**config.mk**
```make
export PLATFORM = sky130hd
export DESIGN_NAME = sipo_frame_ctrl
export DESIGN_NICKNAME = d
export VERILOG_FILES = /design/src/rtl/sipo_frame_ctrl.sv
export SDC_FILE = /design/constraint.sdc
export NUM_CORES = 1
export LEC_CHECK = 0
export ABC_AREA = 1
export BUFFER_PORTS_ARGS = -buffer_cell sky130_fd_sc_hd__buf_2
export CORE_UTILIZATION = 50
export CTS_BUF_LIST = sky130_fd_sc_hd__clkbuf_4
export DETAILED_ROUTE_END_ITERATION = 7
export GPL_TIMING_DRIVEN = 0
export PLACE_DENSITY = 0.95
export SYNTH_ARGS = -nofsm -noshare
export SYNTH_HDL_FRONTEND = slang
export SYNTH_SLANG_ARGS = --single-unit
```
**constraint.sdc**
```tcl
create_clock -name clk -period 2.35 [get_ports clk]
set_input_delay 0.47 -clock clk [delete_from_list [all_inputs] [get_ports clk]]
set_output_delay 0.47 -clock clk [all_outputs]
set_load 0.1 [all_outputs]
```
**src/rtl/sipo_frame_ctrl.sv**
```systemverilog
// Sequencing controller for a WIDTH-bit serial-in/parallel-out shift register.
// Frames serial bits into words and hands them downstream over valid/ready.
module sipo_frame_ctrl #(
    parameter int WIDTH      = 8,
    parameter int CONTINUOUS = 0,
    parameter int CNT_W      = $clog2(WIDTH)
) (
    input  logic             clk,
    input  logic             rst,
    input  logic             frame_start,
    input  logic             bit_in,
    input  logic             bit_valid,
    output logic             bit_ready,
    output logic             sipo_shift_en,
    output logic             sipo_clr,
    output logic             sipo_serial_in,
    input  logic [WIDTH-1:0] sipo_q,
    output logic [WIDTH-1:0] data_out,
    output logic             data_valid,
    input  logic             data_ready,
    output logic             overrun,
    input  logic             ovr_clr,
    output logic [CNT_W-1:0] bit_cnt,
    output logic             busy
);

    typedef enum logic [1:0] {
        ST_IDLE    = 2'd0,
        ST_SHIFT   = 2'd1,
        ST_CAPTURE = 2'd2
    } state_t;

    state_t             state_reg;
    state_t             state_next;
    logic [CNT_W-1:0]   bit_cnt_reg;
    logic [CNT_W-1:0]   bit_cnt_next;
    logic [WIDTH-1:0]   data_out_reg;
    logic [WIDTH-1:0]   data_out_next;
    logic               data_valid_reg;
    logic               data_valid_next;
    logic               overrun_reg;
    logic               overrun_next;

    logic               last_bit;
    logic               capture_load;
    logic               capture_drop;

    assign last_bit = (bit_cnt_reg == CNT_W'(WIDTH - 1));

    // A completed word is only accepted into the holding register when the
    // previous one has left (or is leaving on this very edge).
    assign capture_load = (state_reg == ST_CAPTURE) && (!data_valid_reg || data_ready);
    assign capture_drop = (state_reg == ST_CAPTURE) && data_valid_reg && !data_ready;

    // State register
    always_ff @(posedge clk or posedge rst) begin
        if (rst) begin
            state_reg <= ST_IDLE;
        end else begin
            state_reg <= state_next;
        end
    end

    // Next-state logic
    always_comb begin
        state_next = state_reg;
        case (state_reg)
            ST_IDLE: begin
                if (frame_start) begin
                    state_next = ST_SHIFT;
                end
            end
            ST_SHIFT: begin
                if (sipo_shift_en && last_bit) begin
                    state_next = ST_CAPTURE;
                end
            end
            ST_CAPTURE: begin
                if (frame_start || (CONTINUOUS != 0)) begin
                    state_next = ST_SHIFT;
                end else begin
                    state_next = ST_IDLE;
                end
            end
            default: state_next = ST_IDLE;
        endcase
    end

    // Output logic; frame_start blocks shifting so an aborted frame restarts cleanly
    always_comb begin
        bit_ready      = (state_reg == ST_SHIFT) && !frame_start;
        sipo_shift_en  = bit_valid && bit_ready;
        sipo_clr       = frame_start;
        sipo_serial_in = bit_in;
        busy           = (state_reg != ST_IDLE);
    end

    always_comb begin
        bit_cnt_next = bit_cnt_reg;
        if (frame_start) begin
            bit_cnt_next = '0;
        end else if (sipo_shift_en) begin
            bit_cnt_next = last_bit ? '0 : bit_cnt_reg + 1'b1;
        end
    end

    // A load on the same edge as a transfer keeps valid high with the new word
    always_comb begin
        data_out_next   = data_out_reg;
        data_valid_next = data_valid_reg;
        if (capture_load) begin
            data_out_next   = sipo_q;
            data_valid_next = 1'b1;
        end else if (data_valid_reg && data_ready) begin
            data_valid_next = 1'b0;
        end
    end

    always_comb begin
        overrun_next = overrun_reg;
        if (capture_drop) begin
            overrun_next = 1'b1;
        end else if (ovr_clr) begin
            overrun_next = 1'b0;
        end
    end

    always_ff @(posedge clk or posedge rst) begin
        if (rst) begin
            bit_cnt_reg    <= '0;
            data_out_reg   <= '0;
            data_valid_reg <= 1'b0;
            overrun_reg    <= 1'b0;
        end else begin
            bit_cnt_reg    <= bit_cnt_next;
            data_out_reg   <= data_out_next;
            data_valid_reg <= data_valid_next;
            overrun_reg    <= overrun_next;
        end
    end

    assign bit_cnt    = bit_cnt_reg;
    assign data_out   = data_out_reg;
    assign data_valid = data_valid_reg;
    assign overrun    = overrun_reg;

endmodule

```
; Word level (Yosys, flattened, before mapping)
; Cells that the tools add are included.
[classes]
add_sub_neg = 1
eq_ne = 5
mux = 11
reduce_logical = 17
[ops]
columns = operator, n
row1 = 2-to-1 mux 3 bit, 3
row2 = nonzero test 2 bit, 4
row3 = logical AND 1 bit, 7
row4 = case mux 2 bit (3 select lines), 1
row5 = 2-to-1 mux 1 bit, 5
row6 = 2-to-1 mux 2 bit, 2
row7 = "inequality test 2 bit, second input constant", 2
row8 = "adder 3 x 1 -> 3 bit, second input constant", 1
row9 = "== test 3 bit, second input constant", 1
row10 = zero test 1 bit, 3
row11 = "== test 2 x 1 -> 1 bit, second input constant", 1
row12 = "== test 2 bit, second input constant", 1
row13 = zero test 2 bit, 1
row14 = AND reduction 2 bit, 1
row15 = logical OR 1 bit, 1
[word_totals]
ff_bits = 15
input_bits = 15
output_inout_bits = 18

; Logic depth before layout (Yosys ltp)
; Gate-level depths: netlist of run 1.
[logic_depth]
depth_word = 6
mapped_depth = 6
ltp_nobuf = 6

; Worst setup path after synthesis of run 1
; No wires, ideal clock.
[synth_timing]
path_kind = input to output
start = in frame_start
end = out bit_ready
arrival_ns = 2.533
required_ns = 1.880
slack_ns = -0.653
stages = 1
path_buffers = 0
path_cell_list = nor3_1
[synth_via]
elab_chain_cells = 2
[synth_lines]
columns = item, line_no
row1 = from (decl), 10  ; input logic frame_start,
row2 = zero test 1 bit, 91  ; bit_ready = (state_reg == ST_SHIFT) && !frame_start;
row3 = logical AND 1 bit, 91
row4 = to (decl), 13  ; output logic bit_ready,
; No other way between the ends.

; Final worst setup path of run 1
[layout_timing]
start = reg state_reg[0]
end = out sipo_shift_en
[layout_via]
elab_chain_cells = 3
[layout_lines]
columns = item, line_no
row1 = from (decl), 33  ; state_t state_reg;
row2 = from (signal assigned), 60  ; state_reg <= state_next;
row3 = == test 2 x 1 -> 1 bit, 91
row4 = logical AND 1 bit, 91
row5 = logical AND 1 bit, 92  ; sipo_shift_en = bit_valid && bit_ready;
row6 = to (decl), 14  ; output logic sipo_shift_en,
; No other way between the ends.

==> out/summary.txt, run 1 <==
CTS tree: done
first-pass GRT wire length: 2.17 mm
setup TNS: 0 ns
Yosys warnings: 0
worst setup path startpoint: state_reg[0]$_DFFE_PP0P_
full die area: 0.00152 mm²
DRT Pass-1 Iters: 4
area delta synth->final: 30.3%
path type of the worst setup path: flop to output pin
Post-Layout Cell Count: 126
Comb pwr share: 24.5%
Sw Pwr: 0.000194 W
Final nets: 130
Top FF cell, synth: dfrtp_1
RR Startpoint: bit_cnt[0]$_DFFE_PP0P_
RR Endpoint: bit_cnt[2]$_DFFE_PP0P_
Final Util: 75.3%
FMAX: 495 MHz
Register-to-Register Path Depth: 4
CTS resizes: 0
flop-to-flop setup slack: 1.20 ns
drt first-iter violations: 8
DP Wirelength: 1.04 mm
Pwr per Cell Area: 630 mW/mm²
fraction of registers with async set/reset: 100%
met2 usage: 35.4%
Final Cycle Share: 85.9%
via/cell ratio: 5.02
sequential cell area fraction in the yosys report: 54.7%
ANT nets after route: 0
worst-path maximum fanout: 4
CP Cell Sequence: inv_1 > nor2_4 > nand3_2 > clkinv_2 > buf_2
clock latency on the worst-skew pair: 0.28 ns
final hold violations: 0
Synth cell types: 16
ant diodes: 0
RePlAce Congestion: 0.787
DRC Markers: 0
initial antenna violation count: 0
max reg flops: 8
RSZ-0062 raised after global routing: no
Post-synth top cells: nand2_1, dfrtp_1, nand3_1
Rel. slew slack: 64.0%
DRT Wirelength: 1.36 mm
Hold Crit Class: input port to asynchronous set/reset pin
VDD IR max: 511 µV
die width: 39.0 µm
minimum clock period: 2.02 ns
top cells by area, synth: dfrtp_1, nand2_1, nand3_1
Mapped Avg Cell Area: 8.90 µm²
Critical Path Start Type: flop
via count: 633
Internal Power: 0.000368 W
largest net degree at the start of global routing: 16
syn nets: 94
cell with the most instances after synthesis: nand2_1
switching share of power: 34.5%
Cell Area, Placed: 863 µm²
postcts setup bufs: 0
Reg clk slew, reported paths: 0.08 ns
Final Max Slew Viols: 0
clock share of power: 27.4%
area share of the largest cell type after synthesis: 54.7%
Post-Layout Inst Area: 893 µm²
Wirelength per Cell: 10.8 µm
Most Crowded Layer GR: met2
Initial Utilization: 57.8%
Die H: 39.0 µm
WP data required: 1.88 ns
core box area: 0.00119 mm²
clk sinks: 15
CTS Buf Count: 3
max cap viols: 0
layout cells sized above 1: 40.2%
filler cell count: 85
grt ovf: 0
#FFs+latches synth: 15
hold_buf cts: 0
CP max stage delay: 0.42 ns
Post-synth EDFFs: 0
Clock Tree Buf Depth: 2
run status: finished, final reports clean
vias in the first global route: 559
setup violators final: 0
Port Buffers: 31
Post-Syn Area: 686 µm²
Crit. End Element: output pin
register share of total power: 48.0%
clk root buf: clkbuf_4
Mapped Cells: 77
Leak Pwr: 0.571 nW
FP Rows: 12
Tot GR Track Use: 21.6%
Worst Setup EP: sipo_shift_en
Least-Margin Pin Slew: 0.539 ns
Clock Skews: 0.00680 ns
total power: 0.000562 W
crit path DAT: 1.55 ns
cell taking the most area after synthesis: dfrtp_1
dpl cells: 122
H-tree levels: 1
Worst path slowest cell: buf_2
met3 usage: 3.47%
io pins: 33
routing usage on met1: 27.0%
-- worst max-delay path, delay by kind of cell, from the launching register on --
| family | cells | cell delay (ns) |
|---|---|---|
| and+or+nand+nor | 2 | 0.24 |
| buffers and inverters | 3 | 0.64 |
| DFF | 1 | 0.39 |
-- layer usage --
metal / vias up / wire (µm)
li1: 311 / -
met1: 281 / 591
met2: 35 / 643
met3: 6 / 90
met4: 0 / 34
met5: - / 0
-- logic make-up after synthesis --
| kind of cell | Yosys count | share of synthesized area, % |
|---|---|---|
| DFF | 15 | 54.7 |
| and+or+nand+nor | 47 | 33.0 |
| buffers and inverters | 12 | 7.85 |
| adders and majority gates | 2 | 3.65 |
| AOI/OAI and AO/OA | 1 | 0.729 |
-- placed cells by master, fill, tap and decap left out, drive strengths merged --
cell    synthesis  routed
inv             9       9
nor3            1       1
nand3          13      13
clkinv          1       1
ha              2       2
o21ai           1       1
clkbuf          0       4
nand4           1       1
dfrtp          15      15
nor2            3       3
nand2          29      29
buf             2      33
-- worst min-delay path by stage --
stage | slack, ns | end
finish | 0.21 | data_out[5]$_DFFE_PP0P_
global route | 0.26 | data_out[0]$_DFFE_PP0P_
CTS | 0.24 | data_out[5]$_DFFE_PP0P_
detailed placement | 0.45 | data_out[0]$_DFFE_PP0P_
global placement | 0.45 | data_out[6]$_DFFE_PP0P_
floorplan | 0.37 | bit_cnt[0]$_DFFE_PP0P_
-- power groups by stage --
stage	clock, W	sequential (W)	combinational (W)
after floorplan	0	0.000311	0.0000745
after global placement	0	0.000275	0.000135
after detailed placement	0	0.000275	0.000138
after CTS	0.000154	0.000270	0.000139
after global routing	0.000167	0.000271	0.000146
final	0.000154	0.000270	0.000138
-- metrics by stage --
stage | worst slack, ns | hold WS (ns)
finish | 0.332 | 0.213
global route | 0.237 | 0.261
CTS | 0.336 | 0.239
detailed placement | 0.499 | 0.453
global placement | 0.525 | 0.449
floorplan | 0.224 | 0.371
-- area by class of cell --
cell class | instances | area, µm² | area share (%)
Sequential cell | 15 | 375 | 42.0
Multi-Input combinational cell | 50 | 262 | 29.3
Timing Repair Buffer | 31 | 155 | 17.4
Inverter | 10 | 38.8 | 4.34
Clock buffer | 4 | 30.0 | 3.36
Tap cell | 14 | 17.5 | 1.96
Buffer | 2 | 15.0 | 1.68
Note: power is estimated with default switching activity, not from simulation.
==> run 2, diff against run 1 <==
--- a/config.mk
+++ b/config.mk
@@ -5,9 +5,8 @@
 export SDC_FILE = /design/constraint.sdc
 export NUM_CORES = 1
 export LEC_CHECK = 0
-export ABC_AREA = 1
 export BUFFER_PORTS_ARGS = -buffer_cell sky130_fd_sc_hd__buf_2
-export CORE_UTILIZATION = 50
+export CORE_UTILIZATION = 49
 export CTS_BUF_LIST = sky130_fd_sc_hd__clkbuf_4
 export DETAILED_ROUTE_END_ITERATION = 7
 export GPL_TIMING_DRIVEN = 0
==> run 2 against run 1 <==
Against the previous run:
- register-to-register slack worse by 0.21 ns
- highest routed layer unchanged
- design area shrank 1.7%
- core utilization decreased by 1.3 points
- critical endpoint unchanged
- setup slack lost 0.047 ns
- final cell count shrank 21%
==> out/summary.txt, run 2 <==
run status: finished, final reports clean
ant diodes: 0 (unchanged)
sequential cell area fraction in the yosys report: 56.0% (+1.2 points)
RePlAce Congestion: 0.639 (-19%)
Critical Path Start Type: flop
final setup margin: 0.284 ns (-0.0472 ns)
CP Cell Sequence: and4bb_1 > buf_6 > buf_2
Crit. End Element: output pin
final hold violations: 0 (unchanged)
Reg clk slew, reported paths: 0.10 ns (+0.02 ns)
postcts setup bufs: 0 (unchanged)
Post-synth EDFFs: 0 (unchanged)
initial antenna violation count: 0 (unchanged)
vias in the first global route: 415 (-26%)
Final Max Slew Viols: 0 (unchanged)
cell taking the most area after synthesis: dfrtp_1
via count: 492 (-22%)
worst-path maximum fanout: 8 (+4)
most common cell after layout, fill and taps aside: buf_2
Register-to-Register Path Depth: 4 (unchanged)
hold_buf cts: 0 (unchanged)
#FFs+latches synth: 15 (unchanged)
filler cell count: 86 (+1.2%)
syn nets: 68 (-28%)
Initial Utilization: 56.5% (-1.3 points)
RSZ-0062 raised after global routing: no
VDD IR max: 474 µV (-7.2%)
clk root buf: clkbuf_4
Rel. slew slack: 62.2% (-1.9 points)
largest net degree at the start of global routing: 16 (unchanged)
Least-Margin Pin Slew: 0.567 ns (+0.0283 ns)
clock latency on the worst-skew pair: 0.29 ns (about the same)
die width: 39.0 µm (about the same)
Leak Pwr: 0.459 nW (-20%)
total power: 0.000599 W (+6.5%)
top cells by area, synth: dfrtp_1, mux2_2, ha_1
DRT Wirelength: 1.21 mm (-11%)
Reg area: 375 µm² (unchanged)
Final nets: 104 (-20%)
Port Buffers: 31 (unchanged)
max reg flops: 8 (unchanged)
core box area: 0.00119 mm² (unchanged)
io pins: 33 (unchanged)
Die H: 39.0 µm (about the same)
Top FF cell, synth: dfrtp_1
setup violators final: 0 (unchanged)
full die area: 0.00152 mm² (-0.18%)
Clock Tree Buf Depth: 2 (unchanged)
Final Cycle Share: 87.9% (+2.0 points)
Wirelength per Cell: 12.1 µm (+12%)
worst slack at placement: 0.439 ns (-0.0605 ns)
layout cells sized above 1: 59.3% (+19 points)
Clock Skews: 0.00837 ns (+0.00156 ns)
CTS resizes: 0 (unchanged)
area share of the largest cell type after synthesis: 56.0% (+1.2 points)
Mapped Avg Cell Area: 13.1 µm² (+48%)
CP max stage delay: 0.46 ns (+0.04 ns)
Yosys warnings: 0 (unchanged)
FMAX: 484 MHz (-2.3%)
minimum clock period: 2.07 ns (+0.0472 ns)
Synth cell types: 20 (+4)
clk sinks: 15 (unchanged)
setup TNS: 0 ns (unchanged)
fraction of registers with async set/reset: 100% (unchanged)
Post-synth top cells: dfrtp_1, mux2_2, nand2_1, nand2b_1
Worst path slowest cell: dfrtp_1
first-pass GRT wire length: 1.76 mm (-19%)
Tot GR Track Use: 18.7% (-2.9 points)
path type of the worst setup path: flop to output pin
via/cell ratio: 4.92 (-2.1%)
Multi-input gate area: 255 µm² (-2.4%)
drt first-iter violations: 6 (-2)
crit path DAT: 1.60 ns (+0.05 ns)
most frequent cells in the layout: buf_2, dfrtp_1, mux2_2
WP data required: 1.88 ns (about the same)
max cap viols: 0 (unchanged)
ANT nets after route: 0 (unchanged)
Post-Syn Area: 671 µm² (-2.2%)
Pwr per Cell Area: 682 mW/mm² (+8.3%)
CTS tree: done
grt ovf: 0 (unchanged)
area delta synth->final: 31.0%
DRC Markers: 0 (unchanged)
FP Rows: 12 (unchanged)
H-tree levels: 1 (unchanged)
DRT Pass-1 Iters: 3 (-1)
CTS Buf Count: 3 (unchanged)
Hold Crit Class: input port to asynchronous set/reset pin
Mapped Cells: 51 (-34%)
cell with the most instances after synthesis: dfrtp_1
run 2: changes by cell type in the layout (fill, tap and decap cells not counted), moves of 2 or more:
cell | previous run | this run
nand3_1 | 12 | 0
inv_1 | 8 | 2
mux2_2 | 0 | 8
nor2_4 | 2 | 0
a21oi_1 | 0 | 2
nand2b_1 | 0 | 3
buf_6 | 0 | 2
nand2_1 | 27 | 3
run 2: path summary, 6_finish.rpt:
kind	start	endpoint	slack, ns
setup / recovery	state_reg[1]$_DFFE_PP0P_	sipo_shift_en	0.28
hold / removal	rst	data_out[4]$_DFFE_PP0P_	0.21
setup reg to reg	state_reg[0]$_DFFE_PP0P_	data_out[5]$_DFFE_PP0P_	0.99
hold reg to reg	data_out[0]$_DFFE_PP0P_	data_out[0]$_DFFE_PP0P_	0.51
max in group asynchronous	rst	data_out[5]$_DFFE_PP0P_	1.76
min in group clk	ovr_clr	overrun$_DFFE_PP0P_	0.37
run 2: stage by stage:
| step | instance area, µm² | util, % | instances | hold slack [ns] |
|---|---|---|---|---|
| 2_1_floorplan | 676 | - | 51 | 0.371 |
| 3_3_place_gp | 848 | 71.5 | 96 | 0.482 |
| 3_5_place_dp | 848 | 71.5 | 96 | 0.489 |
| 4_1_cts | 878 | 74.1 | 100 | 0.210 |
| 5_1_grt | 878 | 74.1 | 100 | 0.240 |
| 6_report | 878 | 74.1 | 100 | 0.212 |
run 2: logic make-up (layout without fill, tap and decap cells):
group / Yosys count / count (layout) / synth area share, %
AO/OA/AOI/OAI: 5 / 5 / 3.92
adder cells (fa/ha/maj): 2 / 2 / 3.73
buffers and inverters: 6 / 41 / 6.72
flip-flops: 15 / 15 / 56.0
multiplexers: 9 / 9 / 15.7
AND/OR/NAND/NOR: 14 / 14 / 14.0
run 2: critical path, delay by kind of cell (launching register included):
family        cells  cell delay (ns)
simple gates      1             0.30
flops             1             0.46
buf+inv           2             0.54
run 2: area by class of cell:
| class | instances | area share, % |
|---|---|---|
| Multi-Input combinational cell | 30 | 29.1 |
| Inverter | 2 | 0.855 |
| Tap cell | 14 | 1.99 |
| Timing Repair Buffer | 31 | 17.7 |
| Buffer | 4 | 4.27 |
| Sequential cell | 15 | 42.7 |
| Clock inverter | 1 | 0.855 |
| Clock buffer | 3 | 2.56 |
run 2: per-layer routing:
| metal | global-route usage [%] | part of all wire [%] |
|---|---|---|
| met1 | 21.2 | 45 |
| met2 | 30.0 | 47 |
| met3 | 5.20 | 6.0 |
| met4 | 12.9 | 1.6 |
| met5 | 0 | 0 |
run 2: where the power goes:
part / switching, W / total [W] / internal [W]
registers: 0.00000734 / 0.000277 / 0.000269
logic: 0.000135 / 0.000168 / 0.0000339
clock network: 0.0000891 / 0.000154 / 0.0000648
total: 0.000231 / 0.000599 / 0.000368
==> run 3, diff against run 2 <==
==> constraint.sdc (replaced) <==
create_clock -name clk -period 2.35 [get_ports clk]
set_input_delay 0.47 -clock clk [delete_from_list [all_inputs] [get_ports clk]]
set_output_delay 0.47 -clock clk [all_outputs]
set_load 0.05 [all_outputs]
==> run 3 against run 2 <==
Against the previous run:
- die area stayed put
- routed wire length decreased by 0.74%
- sequential cell count is the same
- clock-buffer cell count is 1 higher
- total power down 9.9%
- register-to-register slack is essentially flat
- critical path depth unchanged
- combinational power decreased by 35%
- critical endpoint unchanged
- fmax up 10%
- setup slack gained 0.20 ns
- largest cell class unchanged
==> out/summary.txt, run 3 (synthesized netlist as in run 2, its figures left out) <==
run status: finished, final reports clean
RR Endpoint: data_out[7]$_DFFE_PP0P_
clock share of power: 28.5% (+2.8 points)
Rel. slew slack: 63.3% (+1.1 points)
most frequent cells in the layout: buf_2, dfrtp_1, mux2_2
Crit path depth: 3 (unchanged)
via/cell ratio: 4.81 (-2.2%)
RePlAce Congestion: 0.655 (+2.5%)
Cell Area, Placed: 843 µm² (-0.59%)
core box area: 0.00119 mm² (unchanged)
Comb pwr share: 20.3% (-7.8 points)
final hold violations: 0 (unchanged)
CTS Buf Count: 3 (unchanged)
vias in the first global route: 425 (+2.4%)
first-pass GRT wire length: 1.77 mm (+0.80%)
crit path DAT: 1.40 ns (-0.20 ns)
Critical path buffers and inverters: 2 (unchanged)
Leak Pwr: 0.461 nW (+0.37%)
Die H: 39.0 µm (unchanged)
clk sinks: 15 (unchanged)
WP data required: 1.88 ns (about the same)
dpl cells: 96 (unchanged)
Reg area: 375 µm² (unchanged)
max cap viols: 0 (unchanged)
layout cells sized above 1: 58.1% (-1.2 points)
Worst path slowest cell: dfrtp_1
Tot GR Track Use: 18.9% (+0.20 points)
CTS tree: done
ANT nets after route: 0 (unchanged)
Sw Pwr: 0.000159 W (-31%)
initial antenna violation count: 0 (unchanged)
flop-to-flop setup slack: 0.99 ns (about the same)
clk root buf: clkbuf_4
worst-path maximum fanout: 8 (unchanged)
RR Startpoint: state_reg[0]$_DFFE_PP0P_
worst setup path startpoint: state_reg[1]$_DFFE_PP0P_
grt ovf: 0 (unchanged)
DRT Wirelength: 1.20 mm (-0.74%)
Internal Power: 0.000381 W (+3.5%)
Critical Path Start Type: flop
FP Rows: 12 (unchanged)
hold slack final: 0.221 ns (+0.00931 ns)
DP Wirelength: 941 µm
minimum clock period: 1.87 ns (-0.195 ns)
Register-to-Register Path Depth: 4 (unchanged)
largest net degree at the start of global routing: 16 (unchanged)
CTS resizes: 0 (unchanged)
Worst Setup EP: sipo_shift_en
Post-Layout Cell Count: 100 (unchanged)
hold_buf cts: 0 (unchanged)
full die area: 0.00152 mm² (unchanged)
Crit. End Element: output pin
routing usage on met1: 18.8% (-2.4 points)
VDD IR max: 437 µV (-7.9%)
CP Cell Sequence: and4bb_1 > buf_6 > buf_2
Hold Crit Class: input port to asynchronous set/reset pin
FMAX: 535 MHz (+10%)
Pwr per Cell Area: 618 mW/mm² (-9.3%)
max reg flops: 8 (unchanged)
Clock Skews: 0.00311 ns (-0.00526 ns)
postcts setup bufs: 0 (unchanged)
H-tree levels: 1 (unchanged)
DRC Markers: 0 (unchanged)
die width: 39.0 µm (unchanged)
DRT Pass-1 Iters: 2 (-1)
RSZ-0062 raised after global routing: no
filler cell count: 85 (-1.2%)
met3 usage: 9.25% (+4.0 points)
register share of total power: 51.2% (+5.0 points)
ant diodes: 0 (unchanged)
setup TNS: 0 ns (unchanged)
Port Buffers: 31 (unchanged)
Clock Tree Buf Depth: 2 (unchanged)
met2 usage: 31.7% (+1.7 points)
switching share of power: 29.5% (-9.1 points)
area delta synth->final: 30.2%
path type of the worst setup path: flop to output pin
io pins: 33 (unchanged)
CP max stage delay: 0.45 ns (about the same)
Least-Margin Pin Slew: 0.551 ns (-0.0165 ns)
Final Util: 73.6% (-0.42 points)
Final Max Slew Viols: 0 (unchanged)
setup violators final: 0 (unchanged)
Final nets: 104 (unchanged)
via count: 481 (-2.2%)
Reg clk slew, reported paths: 0.08 ns (-0.02 ns)
Most Crowded Layer GR: met2
Top delay family on crit path: flip-flops
Initial Utilization: 56.5% (unchanged)
clock latency on the worst-skew pair: 0.28 ns (about the same)
Wirelength per Cell: 12.0 µm (-0.74%)
Multi-input gate area: 250 µm² (-2.0%)
drt first-iter violations: 1 (-5)
Final Cycle Share: 79.6% (-8.3 points)
most common cell after layout, fill and taps aside: buf_2
Post-Layout Inst Area: 873 µm² (-0.57%)
-- run 3: cell count changes in the layout (fill, tap and decap cells not counted) --
cell and delta:
clkbuf_4 +1, clkinvlp_4 -1, nor3b_1 +1, nor3b_2 -1
-- run 3: power by group through the flow --
stage,registers [W],clock network [W],logic (W)
after detailed placement,0.000281,0,0.000111
after global placement,0.000281,0,0.000109
after global routing,0.000278,0.000167,0.000117
after floorplan,0.000322,0,0.0000394
after CTS,0.000276,0.000158,0.000111
final,0.000276,0.000154,0.000110
-- run 3: layer usage --
layer | wire length (µm) | up-vias | share of wire [%]
li1 | - | 242 | -
met1 | 487 | 214 | 40
met2 | 613 | 23 | 51
met3 | 95 | 2 | 7.9
met4 | 8 | 0 | 0.66
met5 | 0 | - | 0
-- run 3: worst min-delay path by stage --
stage / from / to / slack (ns) / cells after the start
finish: rst / data_out[2]$_DFFE_PP0P_ / 0.22 / 2
global route: rst / bit_cnt[2]$_DFFE_PP0P_ / 0.28 / 2
CTS: rst / data_out[2]$_DFFE_PP0P_ / 0.24 / 2
detailed placement: data_out[3]$_DFFE_PP0P_ / data_out[3]$_DFFE_PP0P_ / 0.49 / 1
global placement: data_out[7]$_DFFE_PP0P_ / data_out[7]$_DFFE_PP0P_ / 0.48 / 1
floorplan: rst / bit_cnt[0]$_DFFE_PP0P_ / 0.37 / 1
-- run 3: final cells by class --
| type | instances | area share (%) |
|---|---|---|
| tap | 14 | 2.01 |
| timing repair buffer | 31 | 17.8 |
| inverter | 2 | 0.860 |
| sequential | 15 | 43.0 |
| buffer | 4 | 4.30 |
| multi-input combinational | 30 | 28.7 |
| clock buffer | 4 | 3.44 |
-- run 3: per-stage QoR --
stage                     total power, W  setup WS, ns
after floorplan                 0.000361         0.266
final                           0.000540         0.480
after global routing            0.000562         0.419
after detailed placement        0.000392         0.610
after global placement          0.000389         0.619
after CTS                       0.000546         0.468
